--- src/rtl/serial_link_pkg.sv ---
// serial_link_pkg: header layout and FSM state encoding shared by both ends of the serial link.
package serial_link_pkg;

    typedef enum logic [2:0] {
        IDLE  = 3'd0,
        START = 3'd1,
        HDR   = 3'd2,
        DATA  = 3'd3,
        STOP  = 3'd4
    } state_t;

    localparam int HDR_BITS  = 8;
    localparam int PORT_W    = 2;
    localparam int LEN_W     = 6;
    localparam int DATA_BITS = 64;

    // Header byte: payload length in the upper six bits, destination port in the lower two.
    function automatic logic [HDR_BITS-1:0] hdr_pack(input logic [LEN_W-1:0]  len,
                                                     input logic [PORT_W-1:0] port);
        return {len, port};
    endfunction

endpackage

--- src/rtl/serial_piso.sv ---
// serial_piso: load/shift parallel-in serial-out register; bit 0 is the next bit to leave.
module serial_piso #(
    parameter int WIDTH = 72
) (
    input  logic             clk,
    input  logic             rst,
    input  logic             load,
    input  logic             shift,
    input  logic [WIDTH-1:0] din,
    output logic             dout
);

    logic [WIDTH-1:0] r_sreg;

    // Parallel load has priority; otherwise shift right towards bit 0.
    always_ff @(posedge clk or posedge rst) begin
        if (rst)
            r_sreg <= '0;
        else if (load)
            r_sreg <= din;
        else if (shift)
            r_sreg <= {1'b0, r_sreg[WIDTH-1:1]};
    end

    assign dout = r_sreg[0];

endmodule

--- src/rtl/serial_frame_tx.sv ---
// serial_frame_tx: drives one frame per accepted request onto the idle-high serial line:
// start bit, 8-bit header MSB first, payload LSB first, then STOP_CYCLES stop bits.
module serial_frame_tx
    import serial_link_pkg::*;
#(
    parameter int STOP_CYCLES = 1
) (
    input  logic                 clk,
    input  logic                 rst,
    input  logic                 req_valid,
    output logic                 req_ready,
    input  logic [PORT_W-1:0]    req_port,
    input  logic [LEN_W-1:0]     req_len,
    input  logic [DATA_BITS-1:0] req_data,
    input  logic                 abort,
    output logic                 sout,
    output logic                 busy,
    output logic                 done,
    output logic                 aborted,
    output logic [2:0]           cur_state
);

    localparam int         PISO_W    = HDR_BITS + DATA_BITS;
    localparam logic [2:0] STOP_LAST = 3'(STOP_CYCLES - 1);

    state_t             r_state, w_next;
    logic [2:0]         r_hcnt, w_hcnt_next;
    logic [LEN_W-1:0]   r_dcnt, w_dcnt_next;
    logic [LEN_W-1:0]   r_len;
    logic [2:0]         r_scnt, w_scnt_next;
    logic               r_abt, w_abt_next;     // current frame was cut short by abort
    logic               r_sout, r_done, r_aborted;
    logic               w_accept, w_abort_take, w_shift;
    logic               w_sout_next, w_done_next;
    logic               w_piso_bit;
    logic [HDR_BITS-1:0] w_hdr;
    logic [PISO_W-1:0]  w_load_word;

    // Header goes out MSB first through a right-shifting register, so store it bit-reversed below the payload.
    always_comb begin
        w_hdr       = hdr_pack(req_len, req_port);
        w_load_word = {req_data, {HDR_BITS{1'b0}}};
        for (int i = 0; i < HDR_BITS; i++)
            w_load_word[i] = w_hdr[HDR_BITS-1-i];
    end

    serial_piso #(.WIDTH(PISO_W)) u_piso (
        .clk   (clk),
        .rst   (rst),
        .load  (w_accept),
        .shift (w_shift),
        .din   (w_load_word),
        .dout  (w_piso_bit)
    );

    // State register.
    always_ff @(posedge clk or posedge rst) begin
        if (rst)
            r_state <= IDLE;
        else
            r_state <= w_next;
    end

    // Next-state and counter updates; abort beats the normal HDR/DATA exits.
    always_comb begin
        w_next       = r_state;
        w_hcnt_next  = r_hcnt;
        w_dcnt_next  = r_dcnt;
        w_scnt_next  = r_scnt;
        w_abort_take = 1'b0;
        w_accept     = 1'b0;
        unique case (r_state)
            IDLE: begin
                if (req_valid) begin
                    w_accept = 1'b1;
                    w_next   = START;
                end
            end
            START: begin
                w_next      = HDR;
                w_hcnt_next = 3'd0;
            end
            HDR: begin
                if (abort) begin
                    w_abort_take = 1'b1;
                    w_next       = STOP;
                    w_scnt_next  = 3'd0;
                end else if (r_hcnt == 3'd7) begin
                    if (r_len != '0) begin
                        w_next      = DATA;
                        w_dcnt_next = r_len;
                    end else begin
                        w_next      = STOP;
                        w_scnt_next = 3'd0;
                    end
                end else begin
                    w_hcnt_next = r_hcnt + 3'd1;
                end
            end
            DATA: begin
                if (abort) begin
                    w_abort_take = 1'b1;
                    w_next       = STOP;
                    w_scnt_next  = 3'd0;
                end else if (r_dcnt == 6'd1) begin
                    w_next      = STOP;
                    w_scnt_next = 3'd0;
                end else begin
                    w_dcnt_next = r_dcnt - 6'd1;
                end
            end
            STOP: begin
                if (r_scnt == STOP_LAST)
                    w_next = IDLE;
                else
                    w_scnt_next = r_scnt + 3'd1;
            end
            default: w_next = IDLE;
        endcase
        w_abt_next = w_accept ? 1'b0 : (w_abort_take ? 1'b1 : r_abt);
    end

    // Output decode: handshake/debug from the state register, line value for the upcoming cycle from next state.
    always_comb begin
        req_ready = (r_state == IDLE);
        busy      = (r_state != IDLE);
        cur_state = r_state;
        w_shift   = (w_next == HDR) || (w_next == DATA);
        unique case (w_next)
            START:     w_sout_next = 1'b0;
            HDR, DATA: w_sout_next = w_piso_bit;
            default:   w_sout_next = 1'b1;
        endcase
        w_done_next = (w_next == STOP) && (w_scnt_next == STOP_LAST) && !w_abt_next;
    end

    // Frame bookkeeping: latched length, bit counters and abort flag.
    always_ff @(posedge clk or posedge rst) begin
        if (rst) begin
            r_len  <= '0;
            r_hcnt <= '0;
            r_dcnt <= '0;
            r_scnt <= '0;
            r_abt  <= 1'b0;
        end else begin
            if (w_accept)
                r_len <= req_len;
            r_hcnt <= w_hcnt_next;
            r_dcnt <= w_dcnt_next;
            r_scnt <= w_scnt_next;
            r_abt  <= w_abt_next;
        end
    end

    // Registered line and status pulses; the line idles high out of reset.
    always_ff @(posedge clk or posedge rst) begin
        if (rst) begin
            r_sout    <= 1'b1;
            r_done    <= 1'b0;
            r_aborted <= 1'b0;
        end else begin
            r_sout    <= w_sout_next;
            r_done    <= w_done_next;
            r_aborted <= w_abort_take;
        end
    end

    assign sout    = r_sout;
    assign done    = r_done;
    assign aborted = r_aborted;

endmodule
--- config.mk ---
export PLATFORM = sky130hd
export DESIGN_NAME = serial_frame_tx
export DESIGN_NICKNAME = d
export VERILOG_FILES = /design/src/rtl/serial_link_pkg.sv /design/src/rtl/serial_piso.sv /design/src/rtl/serial_frame_tx.sv
export SDC_FILE = /design/constraint.sdc
export NUM_CORES = 1
export LEC_CHECK = 0
export ABC_CLOCK_PERIOD_IN_PS = 4300
export CAP_MARGIN = 0
export CORE_UTILIZATION = 54
export CTS_BUF_LIST = sky130_fd_sc_hd__clkbuf_8
export DETAILED_ROUTE_END_ITERATION = 8
export PLACE_DENSITY = 0.88
export SETUP_SLACK_MARGIN = 0.3
export SYNTH_ARGS = -nofsm -noshare
export SYNTH_HDL_FRONTEND = slang
export SYNTH_SLANG_ARGS = --single-unit
export TNS_END_PERCENT = 5
--- constraint.sdc ---
create_clock -name clk -period 4.3 [get_ports clk]
set_input_delay 0.645 -clock clk [delete_from_list [all_inputs] [get_ports clk]]
set_output_delay 0.645 -clock clk [all_outputs]
set_load 0.01 [all_outputs]
==> results of run 1 <==
==> final timing paths <==
kind,startpoint,slack [ns],end
setup / recovery,r_hcnt[0],1.41,u_piso.r_sreg[69]
setup reg to reg,r_hcnt[0],1.41,u_piso.r_sreg[69]
hold / removal,u_piso.r_sreg[46],0.48,u_piso.r_sreg[45]
min in group asynchronous,rst,0.82,u_piso.r_sreg[25]
hold reg to reg,u_piso.r_sreg[46],0.48,u_piso.r_sreg[45]
max in group asynchronous,rst,2.55,sout
==> layer usage <==
layer / wire length [um] / global-route usage (%) / part of all wire, % / vias up
met4: 87 / 9.359 / 0.86 / 0
met2: 5180 / 39.98 / 51 / 142
li1: - / - / - / 1920
met3: 547 / 4.854 / 5.4 / 9
met1: 4290 / 33.32 / 42 / 1914
met5: 0 / 0 / 0 / -
==> power by group through the flow <==
stage / combinational, uW / clock, uW / sequential (uW)
floorplan: 1310 / 0 / 1570
global placement: 1470 / 0 / 1630
detailed placement: 1560 / 0 / 1650
CTS: 1570 / 555 / 1640
global route: 1780 / 595 / 1700
finish: 1560 / 548 / 1650
==> worst min-delay path: stages (launching register included) <==
cell and delay (ns):
dfrtp_1 0.35, nand2_1 0.05, nand3_1 0.06
==> layout make-up <==
class / instances / area share, %
Clock buffer: 11 / 2.721
Multi-Input combinational cell: 392 / 34.47
Sequential cell: 97 / 43.65
Tap cell: 105 / 2.361
Timing Repair Buffer: 86 / 15.34
Clock inverter: 5 / 0.5622
Inverter: 12 / 0.8995
==> placed cells by master (no fill, tap or decap), drive strengths merged, types with 2 or more instances in the layout <==
cell	instances
nand2	167
nand3	148
dfrtp	96
clkdlybuf4s50	83
inv	13
clkbuf	11
o21ai	9
nor2	9
a21oi	9
ha	6
nand2b	5
nor3	4
a22o	3
clkinvlp	3
buf	3
or2	3
o21a	2
nand4	2
mux2i	2
nor4	2
and2	2
==> metrics by stage <==
| stage | setup WS [ns] | instance area, um^2 | instances |
|---|---|---|---|
| after floorplan | 1.123 | 4603 | 537 |
| after global placement | 1.367 | 5381 | 692 |
| after detailed placement | 1.267 | 5381 | 692 |
| after CTS | 1.433 | 5564 | 708 |
| after global routing | 1.203 | 5564 | 708 |
| final | 1.405 | 5564 | 708 |
==> kinds of logic after synthesis <==
kind of cell               Yosys count  share of synthesized area [%]
AOI/OAI and AO/OA                   34                          4.866
adders and majority gates            6                          1.631
buffers and inverters               48                          5.681
DFF                                 97                          52.76
muxes                                2                         0.4349
and+or+nand+nor                    350                          34.63
==> Yosys cell counts, types with 2 or more instances <==
| library cell | n |
|---|---|
| nand2_1 | 167 |
| nand3_1 | 148 |
| dfrtp_1 | 96 |
| clkbuf_1 | 13 |
| buf_4 | 11 |
| inv_1 | 11 |
| nor2_1 | 9 |
| o21ai_0 | 9 |
| a21oi_1 | 8 |
| buf_2 | 6 |
| ha_1 | 6 |
| nand2b_1 | 5 |
| buf_6 | 4 |
| a22o_1 | 3 |
| nor3_1 | 3 |
| and2_1 | 2 |
| buf_1 | 2 |
| mux2i_1 | 2 |
| nand4_1 | 2 |
| o21a_1 | 2 |
| or2_2 | 2 |
==> registers in the layout (all words and copies together) (netlist names) <==
name and flops:
aborted 1, cur_state 3, done 1, r_abt 1
r_dcnt 6, r_hcnt 3, r_len 6, r_scnt 3
sout 1, u_piso.r_sreg 72
==> impl_metrics.env, run 1 <==
export IMPL_synth_edf_count=0
export IMPL_syn_num_nets=619
export IMPL_crit_type="register to register"
export IMPL_critPathBufInv=2
export IMPL_grt_setup_unrepaired="no"
export IMPL_post_synth_instance_area_um2=4603
export IMPL_cts_buffers_inserted=9
export IMPL_drt_iter0_drc=299
export IMPL_crit_path_cell_count=9
export IMPL_total_power_uw=3756
export IMPL_max_slew_margin_pct=19.32
export IMPL_critical_path_endpoint_type="register"
export IMPL_number_of_hold_buffers_added_after_cts=0
export IMPL_numPortBuffers=83
export IMPL_portion_of_the_post_synthesis_area_used_by_sequential_elements_pct=52.76
export IMPL_clkSinkCount=97
export IMPL_hold_viol=0
export IMPL_vias_in_the_first_global_route=3802
export IMPL_crit_path_max_fanout=73
export IMPL_totalWireLength_um=10100
export IMPL_core_outline_area_um2=8217
export IMPL_outcome="finished, final reports clean"
export IMPL_setup_violations_final=0
export IMPL_power_share_switching_pct=41.36
export IMPL_drc=0
export IMPL_dieArea_um2=8897
export IMPL_initial_core_utilization_pct=56.02
export IMPL_clockPowerShare_pct=14.6
export IMPL_clock_insertion_delay_worst_skew_ns=0.36
export IMPL_setup_buffers_after_cts=0
export IMPL_post_detailed_route_wirelength_per_cell_um=14.27
export IMPL_syn_inst=537
export IMPL_cellLeakagePower_uw=0.002559
export IMPL_peakVddDrop_v=0.0003502
export IMPL_post_synth_cell_area_avg_um2=8.572
export IMPL_critical_path_most_common_cell="ha_1"
export IMPL_grt_pass1_wl_um=17140
export IMPL_insertedDiodeCount=0
export IMPL_crit_chain="ha_1 > ha_1 > nand2b_1 > nor4b_2 > o31a_2 > buf_4 > inv_4 > nand2_1 > nand3_1"
export IMPL_worst_hold_path_type="register to register"
export IMPL_arrival_ns=3.14
export IMPL_dr_pass1_iters=6
export IMPL_via_count=3985
export IMPL_fin_worst_skew_ns=0.01441
export IMPL_path_delay_family="buffers and inverters"
export IMPL_ctsLongestPathBuffers=2
export IMPL_power_density_nw_per_um2=675.1
export IMPL_detailedPlacementHpwl_um=6730
export IMPL_ffs_latches_synth=97
export IMPL_cts_max_level=3
export IMPL_achievable_frequency_mhz=345.5
export IMPL_floorplan_die_width_um=94.33
export IMPL_boundary_pins=84
export IMPL_power_internal_uw=2203
export IMPL_drtAntennaViolNets=0
export IMPL_cts_tree="done"
export IMPL_layout_core_utilization_pct=67.72
export IMPL_period_share_pct=67.32
export IMPL_async_flop_share_pct=100.0
export IMPL_max_cap_violations=0
export IMPL_critical_path_startpoint_type="register"
export IMPL_yosys_warnings=0
export IMPL_pwr_share_seq_pct=43.8
export IMPL_hold_ws_ns=0.4791
export IMPL_final_max_slew_viol_count=0
export IMPL_via_per_inst=5.629
export IMPL_grt_antenna_before_repair=0
export IMPL_worst_r2r_path_depth=9
export IMPL_synth_top_area_cell="dfrtp_1"
export IMPL_row_count=33
export IMPL_netlist_area_leader_share_pct=52.19
export IMPL_ys_top_cells_by_area="dfrtp_1 52%, nand3_1 16%, nand2_1 14%"
export IMPL_p_sw_uw=1554
export IMPL_totalNegativeSetupSlack_ns=0
export IMPL_clkTransAtPathRegs_ns=0.10
export IMPL_timing_hold_worst_path_depth=2
export IMPL_globalRoute_totalOverflow=0
export IMPL_fin_nets=680
export IMPL_dieHeight_um=94.33
export IMPL_gp_congestion=0.8469
export IMPL_syn2layout_area_growth_pct=20.88
export IMPL_yosys_most_used_dff="dfrtp_1"
export IMPL_post_cts_resized=0
export IMPL_worst_path_max_delay_cell="buf_4"
export IMPL_power_combinational_fraction_pct=41.6
export IMPL_pin_count_of_the_biggest_net_entering_global_routing=75
export IMPL_fillerInstances=641
export IMPL_multi_input_comb_area_um2=1918
export IMPL_drive_gt1_share_pct=4.975
export IMPL_cp_required_ns=4.54
export IMPL_finalWorstPathRequiredPeriod_ns=2.895
export IMPL_grt_total_usage_pct=24.83
export IMPL_max_stage_delay_ns=0.58
export IMPL_max_slew_worst_pin_slew_ns=1.210
export IMPL_root_buffer="clkbuf_8"
export IMPL_final_seq_area_um2=2429
export IMPL_synth_cell_type_count=47
(Power assumes the default switching activity.)
==> inputs of run 2 (changes only) <==
--- a/config.mk
+++ b/config.mk
@@ -5,7 +5,7 @@
 export SDC_FILE = /design/constraint.sdc
 export NUM_CORES = 1
 export LEC_CHECK = 0
-export ABC_CLOCK_PERIOD_IN_PS = 4300
+export ABC_CLOCK_PERIOD_IN_PS = 2700
 export CAP_MARGIN = 0
 export CORE_UTILIZATION = 54
 export CTS_BUF_LIST = sky130_fd_sc_hd__clkbuf_8
==> constraint.sdc (replaced) <==
create_clock -name clk -period 2.7 [get_ports clk]
set_input_delay 0.405 -clock clk [delete_from_list [all_inputs] [get_ports clk]]
set_output_delay 0.405 -clock clk [all_outputs]
set_load 0.01 [all_outputs]
==> run 2 against run 1 <==
  * Global-route usage is essentially flat
  * Clock power rose by 90%
  * Critical path depth fell by 7
  * Via count up 1.1%
  * Count of clock-buffer cells in the layout did not move
  * Worst hold slack gained 0.0036 ns
  * Register-to-register slack got worse by 0.87 ns
  * Sequential cell count unchanged
  * Clock skew decreased by 0.0061 ns
  * Cell area increased by 2.5%
  * Worst setup slack worse by 1.0 ns
  * Combinational power grew 69%
  * Critical endpoint is now req_ready
  * Highest routed layer unchanged
==> impl_metrics.env, run 2 (synthesis gave the netlist of run 1 again) <==
export IMPL_boundary_pins=84
export IMPL_arrival_ns=1.89
export IMPL_setup_violations_final=0
export IMPL_gp_congestion=0.8347
export IMPL_layout_commonest_cell="nand2_1"
export IMPL_layout_common_cells="166 x nand2_1, 148 x nand3_1, 96 x dfrtp_1, 83 x clkdlybuf4s50_1, 13 x inv_1"
export IMPL_total_power_uw=6274
export IMPL_setup_buffers_after_cts=0
export IMPL_numPortBuffers=83
export IMPL_achievable_frequency_mhz=436.6
export IMPL_globalRoute_totalOverflow=0
export IMPL_detailedPlacementHpwl_um=6943
export IMPL_largest_register="u_piso.r_sreg"
export IMPL_hold_ws_ns=0.4827
export IMPL_max_ffs_per_register=72
export IMPL_drtAntennaViolNets=0
export IMPL_drt_iter0_drc=303
export IMPL_max_slew_margin_pct=51.06
export IMPL_ctsLongestPathBuffers=2
export IMPL_crit_type="register to output port"
export IMPL_initial_core_utilization_pct=56.02
export IMPL_clock_insertion_delay_worst_skew_ns=0.36
export IMPL_crit_chain="nor3_2 > clkdlybuf4s50_1"
export IMPL_final_design_instance_area_without_fill_um2=5704
export IMPL_grt_pass1_wl_um=17190
export IMPL_totalWireLength_um=10150
export IMPL_core_outline_area_um2=8217
export IMPL_hold_viol=0
export IMPL_reg_top3="u_piso.r_sreg (72), r_dcnt (6), r_len (6)"
export IMPL_post_dp_cell_area_um2=5478
export IMPL_via_count=4029
export IMPL_clkTransAtPathRegs_ns=0.09
export IMPL_cp_required_ns=2.30
export IMPL_dr_pass1_iters=4
export IMPL_timing_hold_worst_path_depth=2
export IMPL_hold_end="u_piso.r_sreg[66]"
export IMPL_fillerInstances=626
export IMPL_outcome="finished, final reports clean"
export IMPL_crit_path_max_fanout=13
export IMPL_cellLeakagePower_uw=0.002639
export IMPL_number_of_hold_buffers_added_after_cts=0
export IMPL_pin_count_of_the_biggest_net_entering_global_routing=73
export IMPL_insertedDiodeCount=0
export IMPL_max_stage_delay_ns=0.61
export IMPL_dieHeight_um=94.33
export IMPL_peakVddDrop_v=0.0005012
export IMPL_worst_r2r_path_depth=8
export IMPL_worstHoldStart="u_piso.r_sreg[67]"
export IMPL_cts_buffers_inserted=9
export IMPL_setup_reg_to_reg_worst_slack_ns=0.54
export IMPL_reg2reg_from="r_hcnt[0]"
export IMPL_totalNegativeSetupSlack_ns=0
export IMPL_drive_gt1_share_pct=5.583
export IMPL_fin_nets=686
export IMPL_grt_setup_unrepaired="no"
export IMPL_critical_path_startpoint_type="register"
export IMPL_dieArea_um2=8897
export IMPL_worst_hold_path_type="register to register"
export IMPL_grt_total_usage_pct=24.82
export IMPL_max_cap_violations=0
export IMPL_drc=0
export IMPL_syn2layout_area_growth_pct=23.92
export IMPL_critical_path_endpoint_type="output port"
export IMPL_r2r_end="u_piso.r_sreg[27]"
export IMPL_row_count=33
export IMPL_final_max_slew_viol_count=0
export IMPL_root_buffer="clkbuf_8"
export IMPL_fin_worst_skew_ns=0.008342
export IMPL_cts_max_level=3
export IMPL_period_share_pct=84.82
export IMPL_worst_path_max_delay_cell="clkdlybuf4s50_1"
export IMPL_finalWorstPathRequiredPeriod_ns=2.290
export IMPL_post_detailed_route_wirelength_per_cell_um=14.22
export IMPL_grt_antenna_before_repair=0
export IMPL_clkSinkCount=97
export IMPL_vias_in_the_first_global_route=3813
export IMPL_cts_tree="done"
export IMPL_max_slew_worst_pin_slew_ns=0.7325
export IMPL_via_per_inst=5.643
export IMPL_floorplan_die_width_um=94.33
export IMPL_power_density_nw_per_um2=1100
run 2: worst max-delay path by stage:
stage,from,endpoint,slack [ns],cells after the start
after CTS,r_hcnt[0],u_piso.r_sreg[60],0.37,8
after floorplan,r_hcnt[0],u_piso.r_sreg[10],0.95,10
after global placement,abort,u_piso.r_sreg[3],0.50,6
after global routing,r_hcnt[0],u_piso.r_sreg[32],0.31,8
final,cur_state[2],req_ready,0.41,2
after detailed placement,r_hcnt[0],u_piso.r_sreg[27],0.40,8
run 2: cell type report:
type	count	area, um^2	area share, %
repair buffers	92	952.2	16.69
clock buffers	11	151.4	2.654
inverters	12	51.30	0.8993
well taps	105	131.4	2.303
clock inverters	5	71.32	1.250
multi-input cells	392	1918	33.63
flip-flops and latches	97	2429	42.58
run 2: critical path: cells and delay by family, from the launching register on:
family	cells	cell delay [ns]
simple gates	1	0.40
flops	1	0.53
buf+inv	1	0.61
run 2: repair_timing:
action / 4_1_cts / 5_1_grt
hold endpoints to repair: 0 / 0
setup endpoints to repair: 0 / 72
resized for setup: 0 / 1
run 2: per-layer routing:
metal | vias to the layer above | share of wire (%) | track usage (%)
met3 | 11 | 5.1 | 4.854
met4 | 0 | 1.3 | 9.231
li1 | 1935 | - | -
met2 | 127 | 51 | 41.49
met5 | - | 0 | 0
met1 | 1956 | 43 | 31.99
run 2: metrics by stage:
| step | std cells | setup WS (ns) | utilization (%) |
|---|---|---|---|
| detailed placement | 698 | 0.3991 | 66.67 |
| finish | 714 | 0.4098 | 69.42 |
| CTS | 714 | 0.3700 | 69.38 |
| global placement | 698 | 0.4975 | 66.67 |
| global route | 714 | 0.3145 | 69.42 |
| floorplan | 537 | 0.9502 | - |
run 2: report_power, final:
part	internal, uW	switching [uW]	total [uW]
clock network	564	479	1040
logic	1070	1560	2630
registers	2160	449	2600
